==> config.mk <==
export PLATFORM = sky130hd
export DESIGN_NAME = eth_pcs_block_lock
export DESIGN_NICKNAME = d
export VERILOG_FILES = /design/src/rtl/eth_pcs_params.sv /design/src/rtl/eth_pcs_block_lock.sv
export SDC_FILE = /design/constraint.sdc
export NUM_CORES = 1
export LEC_CHECK = 0
export ABC_AREA = 1
export BUFFER_PORTS_ARGS = -buffer_cell sky130_fd_sc_hd__buf_4
export CAP_MARGIN = 20
export CORE_MARGIN = 1.5
export CORE_UTILIZATION = 51
export DETAILED_ROUTE_END_ITERATION = 10
export PLACE_DENSITY = 0.7
export SYNTH_ARGS = -nofsm -noshare
export SYNTH_HDL_FRONTEND = slang
export SYNTH_SLANG_ARGS = --single-unit
==> constraint.sdc <==
create_clock -name i_clk -period 4.5 [get_ports i_clk]
set_clock_uncertainty 0.1 [all_clocks]
set_input_delay 0.225 -clock i_clk [delete_from_list [all_inputs] [get_ports i_clk]]
set_output_delay 0.225 -clock i_clk [all_outputs]
set_load 0.01 [all_outputs]
==> src/rtl/eth_pcs_params.sv <==
// Shared constants, state encoding and sync-header helper for the 64b/66b
// PCS block-lock logic.
package eth_pcs_params;

  localparam int SH_TH               = 64;
  localparam int SH_INVAL_TH         = 16;
  localparam int W_SH_TH             = $clog2(SH_TH);
  localparam int W_SH_INVAL_TH       = $clog2(SH_INVAL_TH);
  localparam int W_SYNC              = 2;
  localparam int SLIP_WAIT_BLKS_DEF  = 2;

  localparam logic [W_SYNC-1:0] SYNC_DATA = 2'b01;
  localparam logic [W_SYNC-1:0] SYNC_CTRL = 2'b10;

  typedef enum logic [1:0] {
    LOCK_INIT = 2'd0,
    TEST_SH   = 2'd1,
    SLIP      = 2'd2,
    SLIP_WAIT = 2'd3
  } lock_state_t;

  // Only the two transition patterns are legal 66b sync headers.
  function automatic logic sh_valid(input logic [W_SYNC-1:0] sh);
    return (sh == SYNC_DATA) || (sh == SYNC_CTRL);
  endfunction

endpackage

==> src/rtl/eth_pcs_block_lock.sv <==
// 64b/66b receive block-lock state machine: hunts for sync-header alignment by
// commanding gearbox slips, declares lock after 64 clean headers.
module eth_pcs_block_lock
  import eth_pcs_params::*;
#(
  parameter int SLIP_WAIT_BLKS = SLIP_WAIT_BLKS_DEF
) (
  input  logic              i_clk,
  input  logic              i_rst,
  input  logic              i_signal_ok,
  input  logic              i_valid,
  input  logic [W_SYNC-1:0] i_sync,
  output logic              o_slip,
  output logic              o_block_lock,
  output logic              o_sh_invalid
);

  localparam int W_WAIT = (SLIP_WAIT_BLKS > 1) ? $clog2(SLIP_WAIT_BLKS) : 1;

  localparam logic [W_SH_TH-1:0]       SH_LAST    = W_SH_TH'(SH_TH - 1);
  localparam logic [W_SH_INVAL_TH-1:0] INVAL_LAST = W_SH_INVAL_TH'(SH_INVAL_TH - 1);
  localparam logic [W_WAIT-1:0]        WAIT_LAST  = W_WAIT'(SLIP_WAIT_BLKS - 1);

  lock_state_t               state;
  logic [W_SH_TH-1:0]        sh_cnt;
  logic [W_SH_INVAL_TH-1:0]  sh_inval_cnt;
  logic [W_WAIT-1:0]         wait_cnt;

  // Slip and invalid strobes default low every cycle so they are true one-cycle
  // pulses; a missing PMA signal wins over any header decision in that cycle.
  always_ff @(posedge i_clk or posedge i_rst) begin
    if (i_rst) begin
      state        <= LOCK_INIT;
      sh_cnt       <= '0;
      sh_inval_cnt <= '0;
      wait_cnt     <= '0;
      o_block_lock <= 1'b0;
      o_slip       <= 1'b0;
      o_sh_invalid <= 1'b0;
    end else begin
      o_slip       <= 1'b0;
      o_sh_invalid <= 1'b0;
      if (!i_signal_ok) begin
        state        <= LOCK_INIT;
        o_block_lock <= 1'b0;
        sh_cnt       <= '0;
        sh_inval_cnt <= '0;
        wait_cnt     <= '0;
      end else begin
        case (state)
          LOCK_INIT: begin
            o_block_lock <= 1'b0;
            sh_cnt       <= '0;
            sh_inval_cnt <= '0;
            wait_cnt     <= '0;
            state        <= TEST_SH;
          end

          TEST_SH: begin
            if (i_valid) begin
              if (sh_valid(i_sync)) begin
                if (sh_cnt == SH_LAST) begin
                  if (sh_inval_cnt == '0) begin
                    o_block_lock <= 1'b1;
                  end
                  sh_cnt       <= '0;
                  sh_inval_cnt <= '0;
                end else begin
                  sh_cnt <= sh_cnt + W_SH_TH'(1);
                end
              end else begin
                o_sh_invalid <= 1'b1;
                // The 16th invalid header always slips, even in the 64th slot.
                if (!o_block_lock || (sh_inval_cnt == INVAL_LAST)) begin
                  o_block_lock <= 1'b0;
                  o_slip       <= 1'b1;
                  state        <= SLIP;
                end else if (sh_cnt == SH_LAST) begin
                  sh_cnt       <= '0;
                  sh_inval_cnt <= '0;
                end else begin
                  sh_cnt       <= sh_cnt + W_SH_TH'(1);
                  sh_inval_cnt <= sh_inval_cnt + W_SH_INVAL_TH'(1);
                end
              end
            end
          end

          SLIP: begin
            sh_cnt       <= '0;
            sh_inval_cnt <= '0;
            wait_cnt     <= '0;
            state        <= SLIP_WAIT;
          end

          SLIP_WAIT: begin
            if (i_valid) begin
              if (wait_cnt == WAIT_LAST) begin
                wait_cnt <= '0;
                state    <= TEST_SH;
              end else begin
                wait_cnt <= wait_cnt + W_WAIT'(1);
              end
            end
          end

          default: state <= LOCK_INIT;
        endcase
      end
    end
  end

endmodule

======== After elaboration in Yosys (flattened, before gate mapping) ========
Index checks and enable logic that the tools add are counted.
word-level totals
  flip-flop bits (word level) ............. 16
  latch bits .............................. 0
  RAM bits ................................ 0
  ROM bits ................................ 0
  input bits .............................. 6
  output and inout port bits .............. 3
  word-level logic and storage cells ...... 80
  memories ................................ 0
cells by class
  add/sub/neg operators ................... 3
  multipliers ............................. 0
  div/mod/pow operators ................... 0
  $lt $le $gt $ge ......................... 0
  equal/unequal tests ..................... 19
  shift-type cells ........................ 0
  multiplexer cells ....................... 40
  bitwise operators ....................... 0
  reduce and logical (&&, ||, !) cells .... 11
operator list
  operator                                                                  number
  6-bit two-way mux                                                         5
  4-bit two-way mux                                                         6
  1-bit two-way mux                                                         18
  4-bit inequality test (second input constant)                             4
  3-bit inequality test (second input constant)                             5
  2-bit two-way mux                                                         6
  6-bit one-hot mux with 2 select lines                                     1
  5-bit AND reduction                                                       2
  2-bit one-hot mux with 4 select lines                                     1
  4-bit one-hot mux with 2 select lines                                     1
  6-bit by 1-bit adder with 6-bit output (second input constant)            1
  2-bit == test (second input constant)                                     3
  6-bit == test (second input constant)                                     1
  3-bit by 2-bit inequality test with 1-bit output (second input constant)  2
  4-bit by 1-bit adder with 4-bit output (second input constant)            1
  2-bit by 1-bit == test with 1-bit output (second input constant)          2
  4-bit == test (second input constant)                                     1
  4-bit zero test                                                           1
  1-bit one-hot mux with 2 select lines                                     2
  4-bit AND reduction                                                       1
  3-bit by 1-bit inequality test with 1-bit output (second input constant)  1
  3-bit AND reduction                                                       1
  2-bit zero test                                                           1
  1-bit logical OR                                                          2
  4 further kinds                                                           4

======== Logic depth before layout (Yosys ltp) ========
Gate-level depths: netlist of run 1.
  depth after elaboration ................. 7
  depth in mapped cells ................... 10
  gate-level depth less buffers ........... 10

======== Least setup slack after synthesis of run 1 ========
OpenSTA, ideal clock, no wires.
  path kind ............................... flip-flop to flip-flop
  start ................................... reg state[0]
  end ..................................... reg sh_inval_cnt[0]
  library setup time ...................... 0.065 ns
  arrival time ............................ 1.302 ns
  data required time ...................... 4.335 ns
  path slack .............................. 3.033 ns
  cell stages (with the launch flop) ...... 9
  buffers on the path ..................... 0
  period minus slack after synthesis ...... 1.467 ns
  path through ............................ dfrtp_1 -> ha_1 -> nand2_4 -> inv_4 -> a21oi_4 -> nand2_4 -> nor2_2 -> nand2_1 -> nand2_1
between the ends
  cells in the longest elaborated chain, start to end .. 4
  elaborated cells between the ends (all ways) .. 11
  classes of those cells .................. 6 x eq/ne; 2 x mux; 3 x reduce/logical
ends and longest elaborated chain
  what                                                                                                                               line                      RTL
  start: declaration                                                                                                                 eth_pcs_block_lock.sv:24  lock_state_t state;
  start signal: assignment                                                                                                           eth_pcs_block_lock.sv:33  state <= LOCK_INIT;
  start signal: assignment                                                                                                           eth_pcs_block_lock.sv:44  state <= LOCK_INIT;
  start signal: assignment                                                                                                           eth_pcs_block_lock.sv:56  state <= TEST_SH;
  2-bit == test / 2-bit zero test (equally long branches)                                                                            eth_pcs_block_lock.sv:50  case (state)
  2-bit OR reduction (no source line)                                                                                                n/a
  3-bit by 2-bit inequality test with 1-bit output (no source line) / 4-bit one-hot mux with 2 select lines (equally long branches)  n/a
  4-bit AND reduction (no source line) / 4-bit two-way mux (equally long branches)                                                   n/a
  end signal: assignment                                                                                                             eth_pcs_block_lock.sv:83  sh_inval_cnt <= sh_inval_cnt + W_SH_INVAL_TH'(1);
  end: declaration                                                                                                                   eth_pcs_block_lock.sv:26  logic [W_SH_INVAL_TH-1:0] sh_inval_cnt;
Parallel ways exist; a longest one is shown, timed or not.
A chain may end at the register's enable or synchronous reset.

======== Final worst setup path of run 1 ========
  start ................................... reg state[0]
  end ..................................... reg sh_inval_cnt[3]
The elaborated chain is that of the path after synthesis.

==> results_dict.tcl, run 1 <==
set metrics [dict create \
    status "finished, final reports clean" \
    die-height_um 48.5 \
    r2r_cells 9 \
    synthArstFlopShare_pct 100 \
    reg2reg_slack_ps 2790 \
    cp.arrival_ps 1840 \
    reg2reg_from "state[0]" \
    core_area_um2 1960 \
    crit_path_end_kind "flip-flop" \
    synth_edf_count 0 \
    viasPerCell 4.99 \
    yosysUniqueCellTypes 23 \
    tightest_slew_ps 628 \
    clock_latency_ps 290 \
    synthFlopType "dfrtp_1" \
    min_from "i_sync[0]" \
    drt-total-wl_mm 1.91 \
    hold_viol_final 0 \
    hold_class "input pin to flip-flop" \
    cts_buffers 3 \
    pin_count 9 \
    fin_nets 164 \
    crit_path_start_kind "flip-flop" \
    clock_path_buffers 2 \
    grt_use_total_pct 19.6 \
    critPathKind "flip-flop to flip-flop" \
    setup_violations 0 \
    irDropWorstVdd_mv 0.229 \
    grt_max_degree 17 \
    dp.final_hpwl_mm 1.46 \
    ys_seq_area_share_pct 38.0 \
    cts_root_buf "clkbuf_4" \
    p_per_area_nw_per_um2 400 \
    avgRoutedWirePerCell_um 10.8 \
    first_global_vias 848 \
    fin_crit_sh_pct 38.0 \
    h-tree-depth 1 \
    dr.pass1.iters 4 \
    netlist_area_um2 1050 \
    path_clk_slew_ps 100 \
    synth_top_cell_by_area "dfrtp_1" \
    final-instance-count-excl-fill 177 \
    layout-area-overhead-vs-synth_pct 12.2 \
    antenna_cells 0 \
    drc 0 \
    drtIter0Drc 26 \
    total_leakage_power_nw 0.617 \
    syn_nets 151 \
    vias 884 \
    rsz0062_at_grt "no" \
    placed_cells 172 \
    ys_ff_latch 16 \
    layout-drive-gt1-share_pct 16.0 \
    nFillCells 183 \
    tns_ps 0 \
    gr-total-overflow 0 \
    fin_crit_ps 1710 \
    fmax_ghz 0.585 \
    grt_first_pass_wirelength_mm 3.60 \
    start_util_pct 53.8 \
    yosysTopAreaCellShare_pct 38.0 \
    syn_avg_cell_area_um2 7.64 \
    path_max_fanout 5 \
    r2r-end "sh_inval_cnt[3]" \
    synthTopCellsByArea "dfrtp_1 38%, nand2_1 16%, ha_1 8.3%, nor2_1 6.0%, nand3_1 5.2%" \
    slew_headroom_pct 58.1 \
    min_path_cells 4 \
    slew_violations 0 \
    gp_congestion 0.832 \
    ant_nets 0 \
    die_w_um 48.5 \
    min_to "o_sh_invalid" \
    antenna_found_initial 0 \
    cts.sinks 16 \
    yosys_warnings 0 \
    cts_tree "yes" \
    cap_violations 0 \
    io_buffers 8 \
    required_ps 4630 \
    synthCells 138 \
    rows 16 \
    dieArea_um2 2350 \
]
==> power breakdown <==
| part | switching, mW | internal [mW] |
|---|---|---|
| registers | 0.0238 | 0.166 |
| logic | 0.120 | 0.0682 |
| clock network | 0.0465 | 0.0493 |
==> metal layers <==
metal	global-route usage (%)	wire, um
met1	25.7	909
met2	31.5	882
met3	4.32	84
met4	8.57	31
met5	0	0
==> synthesized netlist by cell type (2+ instances only) <==
| master | number |
|---|---|
| inv_1 | 13 |
| nand2_4 | 2 |
| nand4_1 | 3 |
| dfrtp_1 | 16 |
| nand2_1 | 45 |
| xor2_1 | 3 |
| o21ai_1 | 6 |
| nand3_1 | 11 |
| nor2_2 | 2 |
| ha_1 | 7 |
| o21ai_0 | 2 |
| nor2_1 | 17 |
==> critical path: stages (launching register included) <==
cell     delay (ps)
dfrtp_1         440
inv_1           100
ha_1            210
nor2_1          180
nand2_1          70
nor2_1          190
nand2_1         140
nor2_1          110
nand2_1          60
nand2_1          60
==> worst max-delay path by stage <==
stage / slack [ps] / to / from / cells past startpoint
floorplan: 3030 / sh_inval_cnt[0] / state[0] / 8
global placement: 2920 / sh_inval_cnt[0] / state[0] / 9
detailed placement: 2840 / sh_inval_cnt[3] / state[0] / 9
CTS: 2810 / sh_inval_cnt[3] / state[0] / 9
global route: 2580 / sh_inval_cnt[0] / state[0] / 9
finish: 2790 / sh_inval_cnt[3] / state[0] / 9
==> kinds of logic after synthesis <==
| logic type | Yosys count | synth area share (%) |
|---|---|---|
| buf+inv | 16 | 6.64 |
| compound gates | 9 | 5.34 |
| mux | 1 | 1.07 |
| flops | 16 | 38.0 |
| xor+xnor | 4 | 3.32 |
| fa+ha+maj | 7 | 8.30 |
| simple gates | 85 | 37.4 |
==> timing repair <==
action / in CTS / in global routing
hold buffers: 1 / 0
gates resized for setup: 0 / 0
hold endpoints to repair: 16 / 0
buffers inserted: 0 / 0
==> sequential cells by signal (all words and copies together) (netlist names) <==
register,count
wait_cnt,1
sh_inval_cnt,4
o_block_lock,1
o_slip,1
state,2
o_sh_invalid,1
sh_cnt,6
==> cell usage in the layout (no fill, tap or decap) <==
cell           instances
nand2_1               45
nor2_1                17
xnor2_1                1
nand3_2                1
inv_1                 13
clkbuf_4               3
clkbuf_8               1
dfrtp_1               16
inv_4                  1
xor2_1                 3
nor2_4                 1
dlygate4sd3_1          1
mux2_2                 1
nor2_2                 2
buf_4                  8
o21ai_1                6
nand3_1               11
nand2_4                2
nand3_4                1
a21oi_4                1
inv_2                  1
or2_2                  1
nor3b_1                1
nand4_1                3
o21ai_0                2
ha_1                   7
==> layout make-up <==
| type | count | area, um2 | area share (%) |
|---|---|---|---|
| Timing Repair Buffer | 9 | 70.1 | 5.92 |
| Sequential cell | 16 | 400 | 33.8 |
| Multi-Input combinational cell | 106 | 584 | 49.4 |
| Tap cell | 27 | 33.8 | 2.85 |
| Inverter | 15 | 58.8 | 4.97 |
| Clock buffer | 4 | 36.3 | 3.07 |
==> stage by stage <==
step | worst slack (ps) | instance area [um2] | total power [mW] | util [%] | hold WS [ps]
6_report | 2790 | 1180 | 0.473 | 60.3 | 137
5_1_grt | 2580 | 1180 | 0.518 | 60.3 | 129
4_1_cts | 2810 | 1180 | 0.477 | 60.3 | 134
3_5_place_dp | 2840 | 1140 | 0.379 | 58.0 | 247
3_3_place_gp | 2920 | 1140 | 0.372 | 58.0 | 235
2_1_floorplan | 3030 | 1050 | 0.334 | - | 38.7
Note: power is estimated with default switching activity, not from simulation.
==> run 2: changes to the inputs <==
--- a/config.mk
+++ b/config.mk
@@ -5,13 +5,13 @@
 export SDC_FILE = /design/constraint.sdc
 export NUM_CORES = 1
 export LEC_CHECK = 0
-export ABC_AREA = 1
+export ABC_AREA = 0
 export BUFFER_PORTS_ARGS = -buffer_cell sky130_fd_sc_hd__buf_4
 export CAP_MARGIN = 20
 export CORE_MARGIN = 1.5
 export CORE_UTILIZATION = 51
 export DETAILED_ROUTE_END_ITERATION = 10
-export PLACE_DENSITY = 0.7
+export PLACE_DENSITY = 0.72
 export SYNTH_ARGS = -nofsm -noshare
 export SYNTH_HDL_FRONTEND = slang
 export SYNTH_SLANG_ARGS = --single-unit
==> constraint.sdc (replaced) <==
create_clock -name i_clk -period 1.5 [get_ports i_clk]
set_clock_uncertainty 0.1 [all_clocks]
set_input_delay 0.075 -clock i_clk [delete_from_list [all_inputs] [get_ports i_clk]]
set_output_delay 0.075 -clock i_clk [all_outputs]
set_load 0.01 [all_outputs]
==> run 2 against run 1 <==
  * The run now ends with hold timing, setup timing left
  * Flip-flop and latch count stayed put
  * First-iteration DRC count is 23% higher
  * Clock-buffer cell count stayed put
  * Final cell count is 1.1% lower
  * Non-clock buffer count is 33 higher
  * Wire length is 54% higher
  * Maximum frequency is 8.0% lower
  * Utilization is 21 points higher
  * Hold slack worse by 190 ps
==> results_dict.tcl, run 2 <==
set metrics [dict create \
    cts.sinks 16 \
    cts_buffers 3 \
    first_global_vias 1009 \
    fin_ws_ps -359 \
    min_from "i_signal_ok" \
    grt_use_total_pct 23.4 \
    irDropWorstVdd_mv 0.973 \
    synthArstFlopShare_pct 100 \
    vias 995 \
    fmax_ghz 0.538 \
    tightest_slew_ps 689 \
    setup_violations 13 \
    final_cell_mix "37 x buf_4, 15 x dfrtp_1, 7 x nand2_1" \
    top_regs "sh_cnt: 6 flops, sh_inval_cnt: 4 flops, state: 2 flops" \
    whs_ps -51.2 \
    syn_avg_cell_area_um2 10.3 \
    synth_top_cell_by_area "dfrtp_1" \
    slew_headroom_pct 53.7 \
    slew_violations 0 \
    viasPerCell 5.69 \
    grt_max_degree 17 \
    p_per_area_nw_per_um2 1180 \
    synth.most_common_cell "dfrtp_1" \
    synthFlopType "dfrtp_1" \
    cap_violations 0 \
    clock_latency_ps 290 \
    syn_nets 117 \
    fin_nets 162 \
    placed_cells 165 \
    cp.arrival_ps 1940 \
    regMostFlops "sh_cnt" \
    drtIter0Drc 32 \
    tns_ps -3490 \
    final-instance-count-excl-fill 175 \
    synthTopCellsByArea "dfrtp_1 37%, ha_1 8.1%, a211oi_4 3.7%, mux2i_1 2.8%, inv_1 2.8%" \
    required_ps 1580 \
    reg2reg_from "state[1]" \
    drt-total-wl_mm 2.94 \
    status "finished, violations left" \
    avgRoutedWirePerCell_um 16.8 \
    io_buffers 8 \
    start_util_pct 54.3 \
    critPathKind "flip-flop to flip-flop" \
    violations "hold timing, setup timing" \
    ant_nets 0 \
    p_total_mw 1.91 \
    fin_util_pct 81.8 \
    yosys_warnings 0 \
    final_common_cell "buf_4" \
    pin_count 9 \
    die-height_um 48.9 \
    hold_class "input pin to flip-flop" \
    hold_viol_final 3 \
    rsz0062_at_grt "yes" \
    gr-total-overflow 0 \
    path_clk_slew_ps 110 \
    holdBufCountCts 1 \
    dp.final_hpwl_mm 1.83 \
    antenna_cells 0 \
    fin_crit_ps 1860 \
    layout-drive-gt1-share_pct 54.1 \
    antenna_found_initial 0 \
    cts_root_buf "clkbuf_4" \
    clock_path_buffers 2 \
    synthCells 104 \
    startpoint "state[1]" \
    drc 0 \
    ys_seq_area_share_pct 37.2 \
    dr.pass1.iters 4 \
    synth_edf_count 0 \
    yosysTopAreaCellShare_pct 37.2 \
    path_max_fanout 6 \
    netlist_area_um2 1080 \
    gp_congestion 0.795 \
    h-tree-depth 1 \
    grt_first_pass_wirelength_mm 4.35 \
    crit_path_end_kind "flip-flop" \
    crit_path_start_kind "flip-flop" \
    core_area_um2 1980 \
    die_w_um 48.9 \
    fin_crit_sh_pct 124 \
    synth_commonest_cells "16 x dfrtp_1, 8 x inv_1, 8 x nand2_1, 7 x ha_1" \
    rows 16 \
    largest_register_ffs 6 \
    layout-area-overhead-vs-synth_pct 50.6 \
    ys_ff_latch 16 \
    reg2reg_slack_ps -360 \
    total_leakage_power_nw 0.732 \
    yosysUniqueCellTypes 43 \
    dieArea_um2 2390 \
    cts_tree "yes" \
]
## run 2: changes by cell type after synthesis, moves of 4 or more
cell | previous run | this run
nor2_1 | 17 | 5
o21ai_1 | 6 | 2
inv_1 | 13 | 8
nand2_1 | 45 | 8
nand3_1 | 11 | 4
## run 2: through the flow
step / worst slack [ps] / cell area (um2)
detailed placement: -406 / 1390
global placement: -350 / 1390
CTS: -330 / 1520
finish: -359 / 1620
floorplan: -300 / 1100
global route: -420 / 1620
## run 2: what timing repair did
action	4_1_cts	5_1_grt
setup endpoints to repair	14	14
buffers inserted	4	2
hold endpoints to repair	19	3
pin swaps	4	7
resized for setup	19	18
## run 2: cells by family after synthesis
family / after synthesis / share of synthesized area (%)
AO/OA/AOI/OAI: 32 / 24.9
AND/OR/NAND/NOR: 33 / 19.0
multiplexers: 4 / 4.19
buffers and inverters: 10 / 4.30
flip-flops: 16 / 37.2
adder cells (fa/ha/maj): 7 / 8.14
XOR/XNOR: 2 / 2.33
## run 2: layout make-up
type                            count  area [um2]
Timing Repair Buffer               42         333
Clock buffer                        4        36.3
Fill cell                         108         362
Sequential cell                    16         402
Multi-Input combinational cell     78         781
Inverter                            8        35.0
Tap cell                           27        33.8
## run 2: final timing paths
check                           depth (start not counted)            to
worst max register to register                          8     sh_cnt[0]
worst max-delay path                                    8     sh_cnt[0]
worst min register to register                          2  o_block_lock
max in group asynchronous                               3      state[0]
min in group asynchronous                               3      state[0]
worst min-delay path                                    2      state[0]
## run 2: power breakdown
part           switching, mW  internal (mW)  total [mW]
Clock                  0.154          0.148       0.301
Sequential            0.0571          0.487       0.544
Combinational          0.484          0.580        1.06
Total                  0.695           1.22        1.91
## run 2: critical path, cell delays in order (launching register included)
cell      delay, ps
dfrtp_1         420
inv_2           120
ha_4            160
buf_4           120
nand2_2          80
a211oi_4        240
buf_6           180
nor3b_4          50
mux2_4          270
## run 2: routing by layer
metal	GRT usage, %	vias to the layer above	part of all wire, %
li1	-	466	-
met4	5.71	0	0.65
met3	3.68	4	3.0
met5	0	-	0
met1	28.6	497	41
met2	42.9	28	55
==> run 3: changes to the inputs <==
--- a/config.mk
+++ b/config.mk
@@ -9,9 +9,9 @@
 export BUFFER_PORTS_ARGS = -buffer_cell sky130_fd_sc_hd__buf_4
 export CAP_MARGIN = 20
 export CORE_MARGIN = 1.5
-export CORE_UTILIZATION = 51
+export CORE_UTILIZATION = 52
 export DETAILED_ROUTE_END_ITERATION = 10
-export PLACE_DENSITY = 0.72
+export PLACE_DENSITY = 0.74
 export SYNTH_ARGS = -nofsm -noshare
 export SYNTH_HDL_FRONTEND = slang
 export SYNTH_SLANG_ARGS = --single-unit
==> run 3 against run 2 <==
  * The run ends with setup timing left
  * Clock-buffer cell count did not move
  * Clock power fell by 17%
  * Die area fell by 1.8%
  * Utilization rose by 3.1 points
  * Critical path type unchanged
  * Setup slack got worse by 24 ps
  * Combinational power rose by 10%
==> results_dict.tcl, run 3 (synthesis results as in run 2) <==
set metrics [dict create \
    hold_viol_final 0 \
    startpoint "state[1]" \
    drt-total-wl_mm 3.32 \
    switching_share_pct 38.5 \
    total_leakage_power_nw 0.735 \
    clock_path_buffers 2 \
    avgRoutedWirePerCell_um 18.9 \
    final-instance-count-excl-fill 175 \
    fin_crit_sh_pct 125 \
    dr.pass1.iters 4 \
    placed_cells 164 \
    fin_crit_ps 1880 \
    fin_util_pct 84.8 \
    drc 0 \
    p_clk_share_pct 12.8 \
    min_from "i_valid" \
    worst-path-stages 6 \
    final_common_cell "buf_4" \
    layout-area-overhead-vs-synth_pct 54.7 \
    p_int_mw 1.20 \
    cts.sinks 16 \
    viasPerCell 6.04 \
    die_w_um 48.5 \
    cts_root_buf "clkbuf_4" \
    layout-drive-gt1-share_pct 52.7 \
    ant_nets 0 \
    path_buf_inv 1 \
    gr-total-overflow 0 \
    fin_ws_ps -382 \
    crit_path_start_kind "flip-flop" \
    largest_register_ffs 6 \
    cpPeakStageDelay_ps 470 \
    grt_first_pass_wirelength_mm 5.08 \
    io_buffers 8 \
    violations "setup timing" \
    dp.final_hpwl_mm 1.86 \
    slew_violations 0 \
    required_ps 1640 \
    pin_count 9 \
    nFillCells 113 \
    setup_violations 14 \
    cap_violations 0 \
    cp_cell_sequence "inv_2 > ha_4 > or3b_4 > a21oi_4 > nor3b_4 > mux2_4" \
    start_util_pct 54.8 \
    clock_latency_ps 290 \
    critical_path.top_delay_family "simple AND/OR/NAND/NOR gates" \
    fin_nets 162 \
    cp.arrival_ps 2020 \
    vias 1057 \
    cts_tree "yes" \
    core_area_um2 1960 \
    gp_congestion 0.849 \
    p_sw_mw 0.753 \
    tightest_slew_ps 777 \
    min_path_cells 2 \
    top_regs "sh_cnt: 6 flops, sh_inval_cnt: 4 flops, state: 2 flops" \
    critPathKind "flip-flop to flip-flop" \
    path_max_fanout 5 \
    p_per_area_nw_per_um2 1180 \
    drtIter0Drc 38 \
    path_clk_slew_ps 100 \
    status "finished, violations left" \
    antenna_found_initial 0 \
    dieArea_um2 2350 \
    final_cell_mix "32 x buf_4, 15 x dfrtp_1, 8 x buf_6" \
    r2r_cells 6 \
    reg2reg_from "state[1]" \
    slew_headroom_pct 47.8 \
    regMostFlops "sh_cnt" \
    first_global_vias 1078 \
    fmax_ghz 0.531 \
    antenna_cells 0 \
    rsz0062_at_grt "yes" \
    cts_buffers 3 \
    grt_max_degree 17 \
    hold_class "input pin to flip-flop" \
    h-tree-depth 1 \
    pwr-share-seq_pct 27.4 \
    crit_path_end_kind "flip-flop" \
    critical_path.slowest_cell "or3b_4" \
    die-height_um 48.5 \
    rows 16 \
    power_frac_comb_pct 59.8 \
    irDropWorstVdd_mv 0.971 \
    grt_use_total_pct 27.9 \
]
[run 3: stage by stage]
| stage | TNS [ps] | setup slack (ps) | area (um2) | hold slack (ps) | total power [mW] |
|---|---|---|---|---|---|
| floorplan | -2390 | -300 | 1100 | -111 | 1.04 |
| global placement | -3390 | -345 | 1380 | 85.6 | 1.28 |
| detailed placement | -3960 | -394 | 1380 | 97.1 | 1.32 |
| CTS | -2800 | -292 | 1540 | 10.6 | 1.72 |
| global route | -4680 | -439 | 1660 | 25.8 | 2.06 |
| finish | -3840 | -382 | 1660 | 20.5 | 1.96 |
[run 3: cell type report]
class | count | area, um2 | area share (%)
flip-flops and latches | 16 | 402 | 24.1
well taps | 27 | 33.8 | 2.03
inverters | 8 | 30.0 | 1.80
repair buffers | 42 | 350 | 21.1
clock buffers | 4 | 26.3 | 1.58
multi-input cells | 78 | 822 | 49.4
[run 3: path summary, 6_finish.rpt]
check / slack [ps] / end
min in group asynchronous: 320 / sh_cnt[4]
worst max register to register: -380 / sh_cnt[0]
worst max-delay path: -380 / sh_cnt[0]
worst min-delay path: 20 / o_sh_invalid
max in group asynchronous: 530 / state[0]
worst min register to register: 530 / sh_cnt[1]
[run 3: worst reg2reg max path: stages (launching register included)]
cell,delay (ps)
dfrtp_1,420
inv_2,80
ha_4,160
or3b_4,470
a21oi_4,160
nor3b_4,260
mux2_4,180
[run 3: metal layers]
layer  routed length, um  global-route usage (%)  part of all wire (%)
met3                 184                    2.47                   5.6
met1                1280                    33.7                    39
met4                  76                    8.57                   2.3
met5                   0                       0                     0
met2                1780                    52.5                    54
[run 3: what timing repair did]
action,4_1_cts,5_1_grt
pin swaps,7,14
hold buffers,2,0
endpoints found under the hold margin,19,0
gates resized for setup,26,18
endpoints found under the setup margin,14,15
setup buffers,3,3
[run 3: power by group through the flow]
stage / Sequential, mW / Combinational [mW] / Clock [mW]
after floorplan: 0.548 / 0.489 / 0
after global placement: 0.535 / 0.749 / 0
after detailed placement: 0.538 / 0.783 / 0
after CTS: 0.531 / 0.935 / 0.249
after global routing: 0.541 / 1.25 / 0.268
final: 0.536 / 1.17 / 0.251
